## config.mk

```make
export PLATFORM = sky130hd
export DESIGN_NAME = iq_4interp_flat
export DESIGN_NICKNAME = d
export VERILOG_FILES = /design/src/rtl/iq_4interp_if.sv /design/src/rtl/iq_4interp.sv /design/src/flat_wrapper.sv
export SDC_FILE = /design/constraint.sdc
export NUM_CORES = 1
export LEC_CHECK = 0
export CAP_MARGIN = 20
export CORE_UTILIZATION = 55
export DETAILED_ROUTE_END_ITERATION = 6
export GPL_TIMING_DRIVEN = 0
export PLACE_DENSITY = 0.78
export SLEW_MARGIN = 20
export SYNTH_ARGS = -nofsm -noshare
export SYNTH_HDL_FRONTEND = slang
export SYNTH_SLANG_ARGS = --single-unit
export TNS_END_PERCENT = 30
```

## constraint.sdc

```tcl
create_clock -name clk -period 3.7 [get_ports clk]
set_clock_uncertainty 0.05 [all_clocks]
set_input_delay 0.925 -clock clk [delete_from_list [all_inputs] [get_ports clk]]
set_output_delay 0.925 -clock clk [all_outputs]
set_load 0.05 [all_outputs]
```

## src/rtl/iq_4interp_if.sv

```systemverilog
// I/Q 4x interpolator stream interface.
// The sample source/sink side is master; the interpolator is slave.
interface iq_4interp_if #(
  parameter int DATA_WIDTH = 16
);
  logic                         strobe_in;
  logic signed [DATA_WIDTH-1:0] I_in;
  logic signed [DATA_WIDTH-1:0] Q_in;
  logic                         in_ready;
  logic                         tick;
  logic signed [DATA_WIDTH-1:0] I_out;
  logic signed [DATA_WIDTH-1:0] Q_out;
  logic                         strobe_out;
  logic                         underrun;
  logic                         underrun_sticky;

  modport master (
    output strobe_in, I_in, Q_in, tick,
    input  in_ready, I_out, Q_out,
    input  strobe_out, underrun, underrun_sticky
  );

  modport slave (
    input  strobe_in, I_in, Q_in, tick,
    output in_ready, I_out, Q_out,
    output strobe_out, underrun, underrun_sticky
  );
endinterface

```

## src/rtl/iq_4interp.sv

```systemverilog
// I/Q 4x linear-interpolating upsampler.
// One input pair becomes four tick-paced output pairs.
module iq_4interp #(
  parameter int DATA_WIDTH = 16
) (
  input logic       clk,
  input logic       aresetn,
  input logic       ce,
  iq_4interp_if.slave io
);
  localparam int W1 = DATA_WIDTH + 1;
  localparam int W3 = DATA_WIDTH + 3;

  typedef logic signed [DATA_WIDTH-1:0] smp_t;
  typedef logic signed [W3-1:0] acc_t;
  typedef enum logic {IDLE, RUN} state_t;

  function automatic acc_t prod_f(smp_t c, smp_t p,
                                  logic [1:0] k);
    logic signed [W1-1:0] d;
    d = W1'(c) - W1'(p);
    return W3'(d) * W3'($signed({1'b0, k}));
  endfunction

  function automatic acc_t base_f(smp_t p);
    return W3'(p) <<< 2;
  endfunction

  function automatic smp_t out_f(acc_t b, acc_t pr);
    acc_t s;
    s = b + pr;
    return DATA_WIDTH'(s >>> 2);
  endfunction

  state_t     state, state_nx;
  logic       start;
  smp_t       prev_i, prev_q, cur_i, cur_q;
  smp_t       nxt_i, nxt_q, out_i, out_q;
  logic       nxt_valid;
  logic [1:0] phase;
  acc_t       base_i, base_q, prod_i, prod_q;
  logic       s1_valid, str_q, und_q, sticky;
  logic       accept, fire, bound;

  assign accept = ce & io.strobe_in & ~nxt_valid;
  assign fire   = ce & (state == RUN) & io.tick;
  assign bound  = fire & (phase == 2'd3);

  assign io.in_ready        = ~nxt_valid;
  assign io.I_out           = out_i;
  assign io.Q_out           = out_q;
  assign io.strobe_out      = str_q & ce;
  assign io.underrun        = und_q & ce;
  assign io.underrun_sticky = sticky;

  // Leave IDLE as soon as a first sample is waiting.
  always_comb begin
    state_nx = state;
    start    = 1'b0;
    if (ce && state == IDLE && nxt_valid) begin
      state_nx = RUN;
      start    = 1'b1;
    end
  end

  // State register.
  always_ff @(posedge clk or negedge aresetn) begin
    if (!aresetn) state <= IDLE;
    else          state <= state_nx;
  end

  // Holding register, segment endpoints and phase.
  always_ff @(posedge clk or negedge aresetn) begin
    if (!aresetn) begin
      nxt_i     <= '0;
      nxt_q     <= '0;
      nxt_valid <= 1'b0;
      prev_i    <= '0;
      prev_q    <= '0;
      cur_i     <= '0;
      cur_q     <= '0;
      phase     <= '0;
    end else if (ce) begin
      if (accept) begin
        nxt_i <= io.I_in;
        nxt_q <= io.Q_in;
      end
      if (accept)
        nxt_valid <= 1'b1;
      else if (start || (bound && nxt_valid))
        nxt_valid <= 1'b0;
      if (start) begin
        prev_i <= '0;
        prev_q <= '0;
        cur_i  <= nxt_i;
        cur_q  <= nxt_q;
        phase  <= '0;
      end else if (fire) begin
        phase <= phase + 2'd1;
        if (bound) begin
          prev_i <= cur_i;
          prev_q <= cur_q;
          if (nxt_valid) begin
            cur_i <= nxt_i;
            cur_q <= nxt_q;
          end
        end
      end
    end
  end

  // Two-stage interpolation pipeline and status pulses.
  always_ff @(posedge clk or negedge aresetn) begin
    if (!aresetn) begin
      s1_valid <= 1'b0;
      base_i   <= '0;
      base_q   <= '0;
      prod_i   <= '0;
      prod_q   <= '0;
      str_q    <= 1'b0;
      out_i    <= '0;
      out_q    <= '0;
      und_q    <= 1'b0;
      sticky   <= 1'b0;
    end else if (ce) begin
      s1_valid <= fire;
      if (fire) begin
        base_i <= base_f(prev_i);
        base_q <= base_f(prev_q);
        prod_i <= prod_f(cur_i, prev_i, phase);
        prod_q <= prod_f(cur_q, prev_q, phase);
      end
      str_q <= s1_valid;
      if (s1_valid) begin
        out_i <= out_f(base_i, prod_i);
        out_q <= out_f(base_q, prod_q);
      end
      und_q <= bound & ~nxt_valid;
      if (bound && !nxt_valid) sticky <= 1'b1;
    end
  end
endmodule

```

## src/flat_wrapper.sv

```systemverilog
// flat-port wrapper written by rule: the top's interface ports become plain ports
module iq_4interp_flat 
#(
  parameter int DATA_WIDTH = 16
)
  (clk, aresetn, ce, io_strobe_in, io_I_in, io_Q_in, io_tick, io_in_ready, io_I_out, io_Q_out, io_strobe_out, io_underrun, io_underrun_sticky);
  iq_4interp_if #(.DATA_WIDTH(DATA_WIDTH)) io_i ();
  input logic clk;
  input logic aresetn;
  input logic ce;
  input wire logic [$bits(io_i.strobe_in)-1:0] io_strobe_in;
  input wire logic [$bits(io_i.I_in)-1:0] io_I_in;
  input wire logic [$bits(io_i.Q_in)-1:0] io_Q_in;
  input wire logic [$bits(io_i.tick)-1:0] io_tick;
  output wire logic [$bits(io_i.in_ready)-1:0] io_in_ready;
  output wire logic [$bits(io_i.I_out)-1:0] io_I_out;
  output wire logic [$bits(io_i.Q_out)-1:0] io_Q_out;
  output wire logic [$bits(io_i.strobe_out)-1:0] io_strobe_out;
  output wire logic [$bits(io_i.underrun)-1:0] io_underrun;
  output wire logic [$bits(io_i.underrun_sticky)-1:0] io_underrun_sticky;
  assign io_i.strobe_in = io_strobe_in;
  assign io_i.I_in = io_I_in;
  assign io_i.Q_in = io_Q_in;
  assign io_i.tick = io_tick;
  assign io_in_ready = io_i.in_ready;
  assign io_I_out = io_i.I_out;
  assign io_Q_out = io_i.Q_out;
  assign io_strobe_out = io_i.strobe_out;
  assign io_underrun = io_i.underrun;
  assign io_underrun_sticky = io_i.underrun_sticky;
  iq_4interp #(.DATA_WIDTH(DATA_WIDTH)) u_core (.clk(clk), .aresetn(aresetn), .ce(ce), .io(io_i));
endmodule
```

# After elaboration in Yosys (flattened, before gate mapping)

Index checks and enable logic that the tools add are counted.
Widths: inputs -> output; s select.

$add $sub $neg: 5
Equality and inequality tests: 1
Muxes and demuxes: 19
Reductions and logical operators: 18
Bitwise gates (word level): 10
Multipliers: 2

Operators by type and width:

| kind                | number |
|---|---|
| $mux 16             | 14 |
| $add 18x18->18      | 2 |
| $mul 17x3->18       | 2 |
| $sub 16x16->17      | 2 |
| $reduce_and 2->1    | 6 |
| $and 1x1->1         | 8 |
| $reduce_bool 2->1   | 4 |
| $logic_and 1x1->1   | 4 |
| $mux 2              | 2 |
| $reduce_and 4->1    | 1 |
| $mux 1              | 3 |
| $reduce_and 3->1    | 1 |
| $add 2x1->2 const B | 1 |
| $eq 2x2->1 const B  | 1 |
| $not 1->1           | 2 |
| $logic_not 1->1     | 1 |
| $logic_or 1x1->1    | 1 |

Bits in registers: 204
Bits of input ports: 37
Logic and storage cells: 74

# Logic depth before layout (Yosys ltp)

Gate-level depths: netlist of run 1.

Depth in word-level cells: 7
Depth in mapped cells: 20
Depth with buffers taken out: 20

# Least setup slack after synthesis of run 1

Ideal clock, no wire load.

Path kind: flip-flop to flip-flop
From: register u_core.prev_i[1]
To: register u_core.prod_i[17]
Clock period less this slack: 4,068 ps
Data arrival time: 3,893 ps
Setup slack: -368 ps
Stages on the path, launching flop included: 21
Library setup time: 125 ps
Path through: dfrtp_1 inv_1 ha_1 nor2b_1 o21ai_0 a21boi_0 o21ai_1 o31ai_1 a21oi_1 xnor2_1 and2_1 ha_1 ha_1 a21o_1 a31oi_1 nor2b_1 o21ai_0 o311ai_1 a21oi_1 xnor3_1 mux2_2

Longest elaborated chain between the ends: 2

Ends and longest elaborated chain:

| what                   | line              | source |
|---|---|---|
| from (decl)            | iq_4interp.sv:37  | `smp_t prev_i, prev_q, cur_i, cur_q;` |
| from (signal assigned) | iq_4interp.sv:101 | `prev_i <= cur_i;` |
| $sub 16x16->17         | iq_4interp.sv:21  | `d = W1'(c) - W1'(p);` |
| $mul 17x3->18          | iq_4interp.sv:22  | `return W3'(d) * W3'($signed({1'b0, k}));` |
| to (signal assigned)   | iq_4interp.sv:130 | `prod_i <= prod_f(cur_i, prev_i, phase);` |
| to (decl)              | iq_4interp.sv:41  | `acc_t base_i, base_q, prod_i, prod_q;` |

No other way between the ends.
A chain may end at the register's enable or synchronous reset.

# Worst setup path in the final report of run 1

From: register u_core.prev_q[0]
To: register u_core.prod_q[17]

Longest elaborated chain between the ends: 2

Ends and longest elaborated chain:

| what                   | line              | source |
|---|---|---|
| from (decl)            | iq_4interp.sv:37  |  |
| from (signal assigned) | iq_4interp.sv:102 | `prev_q <= cur_q;` |
| $sub 16x16->17         | iq_4interp.sv:21  |  |
| $mul 17x3->18          | iq_4interp.sv:22  |  |
| to (signal assigned)   | iq_4interp.sv:131 | `prod_q <= prod_f(cur_q, prev_q, phase);` |
| to (decl)              | iq_4interp.sv:41  |  |

No other way between the ends.

==> results of run 1 <==
## cells by family after synthesis
| group | Yosys count | synth area share |
|---|---|---|
| mux | 70 | 0.0643 |
| fa+ha+maj | 129 | 0.136 |
| buf+inv | 104 | 0.0324 |
| xor+xnor | 75 | 0.0549 |
| simple gates | 370 | 0.140 |
| flops | 200 | 0.410 |
| compound gates | 324 | 0.163 |
## what timing repair did
action	4_1_cts	5_1_grt
gates resized for setup	75	45
pin swaps	62	41
setup buffers	31	8
endpoints found under the setup margin	14	20
cloned	0	0
## placed cells by master, fill, tap and decap left out, drive strengths merged, types with 14 or more instances in the layout
master and n:
a21o 22, a21oi 53, and2 53, buf 47, clkbuf 60, clkdlybuf4s50 70
dfrtp 200, ha 123, inv 60, mux2 68, nand2 194, nand2b 14
nor2 43, nor2b 23, o21a 22, o21ai 153, xnor2 45, xor2 29
## layout make-up
type                            instances  share of cell area
Buffer                                 46              0.0118
Clock buffer                           19              0.0294
Clock inverter                         11              0.0115
Inverter                               58              0.0145
Multi-Input combinational cell        968               0.505
Sequential cell                       200               0.333
Tap cell                              280              0.0233
Timing Repair Buffer                  112              0.0712
## sequential cells by signal, summed over array words and instances (netlist names), 2 cells and up
name,count
u_core.base_i,16
u_core.base_q,16
u_core.cur_i,16
u_core.cur_q,16
u_core.io.I_out,16
u_core.io.Q_out,16
u_core.nxt_i,16
u_core.nxt_q,16
u_core.phase,2
u_core.prev_i,16
u_core.prev_q,16
u_core.prod_i,16
u_core.prod_q,16
## critical path, stage by stage, from the launching register on
cell      delay, ns
dfrtp_1        0.42
ha_4           0.18
fa_2           0.35
nor2b_2        0.16
o31a_1         0.21
o22ai_2        0.11
o21bai_1       0.14
a21oi_1        0.09
xnor2_1        0.21
and2_1         0.20
ha_4           0.21
ha_4           0.25
a21oi_1        0.15
o211ai_1       0.18
a21oi_4        0.22
a21boi_4       0.09
and4b_1        0.21
nor3_2         0.17
xor2_1         0.30
o21ai_1        0.10
## stage by stage
stage | util | instances | hold WS (ns)
2_1_floorplan | - | 1272 | 0.400
3_3_place_gp | 0.615 | 1623 | 0.411
3_5_place_dp | 0.617 | 1625 | 0.412
4_1_cts | 0.677 | 1686 | 0.299
5_1_grt | 0.689 | 1694 | 0.311
6_report | 0.689 | 1694 | 0.300
## final timing paths
kind | cells after the start | to
setup / recovery | 19 | u_core.prod_q[17]
hold / removal | 1 | u_core.io.I_out[5]
setup reg to reg | 19 | u_core.prod_q[17]
hold reg to reg | 2 | u_core.io.I_out[2]
max in group asynchronous | 3 | u_core.prev_q[1]
min in group clk | 2 | u_core.io.I_out[2]
## synthesized netlist by cell type (4+ instances only)
cell        n
buf_2       4
nor3_1     13
and2_1     53
o31a_1      4
o21ai_0   148
ha_1      123
xnor2_1    45
and3_1      5
nor2b_1    23
mux2_2     68
fa_1        6
o21bai_1   10
a31oi_1     8
clkbuf_1   41
xor2_1     29
o21ai_1     5
inv_1      58
a21oi_1    53
nand2b_1   14
o311ai_0    4
nor2_1     43
o21a_1     22
o31ai_1     9
a211oi_1    9
dfrtp_1   200
nand2_1   194
a21o_1     22
o211ai_1    4
nand3_1     9
## layer usage
layer,vias to the layer above,share of wire,track usage
li1,4694,-,-
met1,4567,0.46,0.345
met2,266,0.48,0.417
met3,40,0.048,0.0361
met4,0,0.018,0.0760
met5,-,0,0
==> metrics.md, run 1 <==
| Metric | Value |
|---|---|
| Predominant post-synthesis flop cell | dfrtp_1 |
| Iteration-0 DRC Markers | ~570 |
| CTS Buffer Depth | 2 |
| Post-Route WL | between 20 and 30 mm |
| Core Area | between 20000 and 25000 sq um |
| EDFF count, synth | 0 |
| Largest net degree at the start of global routing | 86 |
| Crit path from | u_core.prev_q[0] |
| Hold Fails Final Rpt | 0 |
| Post-DP HPWL | 20.1 mm |
| Synthesized area | between 10000 and 15000 sq um |
| First-pass DRT Iterations | 5 |
| Status | finished with violations |
| H-tree levels | 4 |
| Vias in the first global route | ~9200 |
| Area fraction of the dominant cell type after synthesis | 0.410 |
| Failing checks | setup timing |
| Ant diodes | 0 |
| Worst Path Max Fanout | 4 |
| Net count after synthesis | around 1400 |
| Number of I/O pins | 73 |
| Residual DRC | 0 |
| Syn avg cell area | slightly below 10 sq um |
| Pre-CTS setup slack | -0.667 ns |
| TritonCTS buffer count | 17 |
| Root Driver | clkbuf_16 |
| Initial core utilization | 0.560 |
| Tightest Pin Transition | around 0.69 ns |
| Slew Limit Headroom | 0.533 |
| Final GP Congestion | slightly below 0.9 |
| Seq cells post-synth | 200 |
| FILL cells | 1648 |
| Die width | ~150 um |
| Global-route wire length before repair | between 40 and 50 mm |
| Overall routing resource usage | 0.252 |
| FF/Latch Area | 5010 sq um |
| Nets | between 1500 and 2000 |
| Pins over their slew limit | 0 |
| Hold Crit Class | input port to asynchronous set/reset pin |
| Port buffer count | between 70 and 80 |
| CP Launch Type | flop |
| Synth-to-Final Area Change | 23.2% |
| Flop2flop setup slack | -0.43 ns |
| YS warnings | 0 |
| Max-cap violations | 0 |
| Clock Pin Slew Worst Setup and Hold Paths | 0.07 ns |
| CTS Sinks | 200 |
| Chip height | around 150 um |
| Arr. time, crit path | approximately 4.4 ns |
| Post-DP Area | roughly 13000 sq um |
| RSZ-0062 raised after global routing | true |
| Register area share after synthesis | 0.410 |
| Share of flip-flops with an asynchronous set or reset | 1.00 |
| Largest cells by area after synthesis | dfrtp_1 41%, ha_1 13%, mux2_2 6.3% |
| Antenna Nets Post-Route | 0 |
| CTS tree | built |
| Multi-input logic area | between 7000 and 8000 sq um |
| Final WS setup | -0.428 ns |
| Fin crit share | 1.12 |
| Setup TNS Final | -2.27 ns |
| Vias | 9567 |
| CP Class | flop to flop |
| R2r startpoint | u_core.prev_q[0] |
| Initial antenna violation count | 0 |
| Largest area contributor in the netlist | dfrtp_1 |
| Final instance area | ~15000 sq um |
| Share of cells above drive strength 1 | 0.185 |
| Clock latency on the worst-skew pair | about 0.43 ns |
| Fin crit period | roughly 4.1 ns |
| Cells after Synth | ~1300 |
| CP required | just under 4 ns |
| Num rows | 54 |
| Avg WL per Cell | approximately 17 um |
| Fmax achieved | 0.242 GHz |
| Total die area | roughly 23000 sq um |
| Vias/cell | 5.65 |
| CP Capture Type | flop |
| Grt total ovfl | 0 |
| Finish-stage setup viols | 12 |
| CTS Hold Bufs | 0 |
| Unique masters post-synth | 59 |
Power of run 1 is not shown: default switching activity piles up to over one toggle a cycle in this logic, so the estimate is an artifact.
==> inputs of run 2 (changes only) <==
Settings changed: CORE_MARGIN from default to 4.
==> run 2 against run 1 <==
Effect of this change:
- the run still ends with setup timing left
- worst setup slack got worse by 0.064 ns
- sequential share of layout area is 0.60 points lower
- final area grew 1.8%
- via count is 1.1% higher
- register-to-register slack got worse by 0.06 ns
- fmax decreased by 1.5%
- first-iteration DRC count rose by 0.88%
- critical path type unchanged
==> metrics.md, run 2 (same netlist as run 1, synthesis figures left out) <==
| Metric | Value |
|---|---|
| Antenna Nets Post-Route | 0 |
| RSZ-0062 raised after global routing | true |
| Status | finished with violations |
| # placed instances | roughly 1600 |
| CP Capture Type | flop |
| CP Class | flop to flop |
| Setup TNS Final | -2.85 ns |
| Post-Route WL | 29.5 mm |
| Share of cells above drive strength 1 | 0.212 |
| CP Launch Type | flop |
| Critical path's slowest cell | dfrtp_1 |
| Global-route wire length before repair | 46.1 mm |
| Final GP Congestion | around 0.86 |
| Finish-stage setup viols | 14 |
| Number of I/O pins | 73 |
| Residual DRC | 0 |
| Grt total ovfl | 0 |
| Failing checks | setup timing |
| Chip height | between 150 and 200 um |
| Final WS setup | -0.492 ns |
| Vias | ~9700 |
| Max-cap violations | 0 |
| Fin crit period | about 4.2 ns |
| Post-layout util | 0.702 |
| Synth-to-Final Area Change | 25.4% |
| Total die area | 24700 sq um |
| Post-DP HPWL | 20.5 mm |
| Fmax achieved | approximately 0.24 GHz |
| Initial core utilization | 0.560 |
| WP depth | 20 |
| Fin crit share | 1.13 |
| H-tree levels | 4 |
| Num rows | 54 |
| Port buffer count | 71 |
| Worst Path Max Fanout | 4 |
| Die width | ~160 um |
| Tightest Pin Transition | approximately 0.59 ns |
| Delay-heaviest family, CP | compound AO/OA/AOI/OAI gates |
| Hold Crit Class | input port to asynchronous set/reset pin |
| First-pass DRT Iterations | 5 |
| Avg WL per Cell | 17.2 um |
| CTS Sinks | 200 |
| Overall routing resource usage | 0.231 |
| Nets | 1587 |
| Slowest stage delay, CP | 0.37 ns |
| Commonest non-fill, non-tap cell in the layout | dfrtp_1 |
| Slew Limit Headroom | 0.601 |
| Ant diodes | 0 |
| CTS Buffer Depth | 2 |
| FF-to-FF path depth | 20 |
| Vias in the first global route | about 9500 |
| Core Area | 21800 sq um |
| Clock Pin Slew Worst Setup and Hold Paths | 0.07 ns |
| Iteration-0 DRC Markers | 571 |
| Hold Fails Final Rpt | 0 |
| CP required | approximately 4.0 ns |
| Final hold slack | between 0.3 and 0.4 ns |
| Crit-path cells | inv_2 > ha_4 > fa_2 > nor2b_2 > o31a_1 > buf_6 > o211ai_1 > a21boi_1 > o21a_1 > nor2_1 > xnor2_1 > and2_1 > ha_1 > ha_4 > nor2b_1 > o21ai_1 > o311ai_2 > a21oi_1 > xnor3_1 > mux2_4 |
| Cell Count, Final, Fillers Out | roughly 1700 |
| TritonCTS buffer count | 17 |
| Initial antenna violation count | 0 |
| CP most frequent cell | ha_4 |
| CP Buf/Inv Count | 2 |
| Pins over their slew limit | 0 |
| Arr. time, crit path | around 4.5 ns |
| CTS tree | built |
| Root Driver | clkbuf_16 |
| Largest net degree at the start of global routing | 80 |
| Vias/cell | between 5 and 6 |
| Clock latency on the worst-skew pair | around 0.43 ns |
| Most frequent cells in the layout | 199 x dfrtp_1, 191 x nand2_1, 131 x o21ai_0, 77 x ha_1, 70 x clkdlybuf4s50_1 |
==> run 2: final cells by class <==
class,count,area (sq um)
Multi-Input combinational cell,968,7810
Fill cell,1516,6510
Sequential cell,200,5010
Timing Repair Buffer,130,1220
Clock buffer,21,460
Tap cell,280,350
Inverter,58,218
Buffer,46,179
Clock inverter,10,72.6
==> run 2: timing repair <==
item | CTS | global route
gates resized for setup | 70 | 90
endpoints found under the hold margin | 0 | 0
buffers inserted | 35 | 23
pin swaps | 72 | 76
gates cloned | 0 | 0
hold buffers | 0 | 0
endpoints found under the setup margin | 15 | 19
==> run 2: per-stage QoR <==
step / setup WS (ns) / area (sq um)
3_5_place_dp: -0.578 / 13500
2_1_floorplan: -0.0126 / 12400
3_3_place_gp: -6.41 / 13400
5_1_grt: -0.707 / 15300
4_1_cts: -0.304 / 14700
6_report: -0.492 / 15300
==> run 2: final timing paths <==
path,end,slack (ns),from
max,u_core.prod_i[17],-0.49,u_core.cur_i[0]
min,u_core.nxt_q[11],0.37,aresetn
max reg2reg,u_core.prod_i[17],-0.49,u_core.cur_i[0]
min reg2reg,u_core.io.I_out[2],0.43,u_core.io.I_out[2]
max in group asynchronous,u_core.prev_q[1],2.48,aresetn
min in group clk,u_core.io.I_out[2],0.43,u_core.io.I_out[2]
==> run 2: worst reg2reg max path, delay by kind of cell, from the launching register on <==
family,cells,cell delay (ns)
buffers and inverters,2,0.19
muxes,1,0.27
adders and majority gates,4,1.06
xor gates and xnor gates,2,0.46
DFF,1,0.37
and+or+nand+nor,4,0.50
AOI/OAI and AO/OA,7,1.18
==> run 2: metal layers <==
metal | wire, um | track usage | share of wire
met2 | 14000 | 0.384 | 0.47
met3 | 1400 | 0.0305 | 0.047
met5 | 0 | 0 | 0
met1 | 13500 | 0.322 | 0.46
met4 | 583 | 0.0610 | 0.020
Power of run 2 is left out for the same reason.
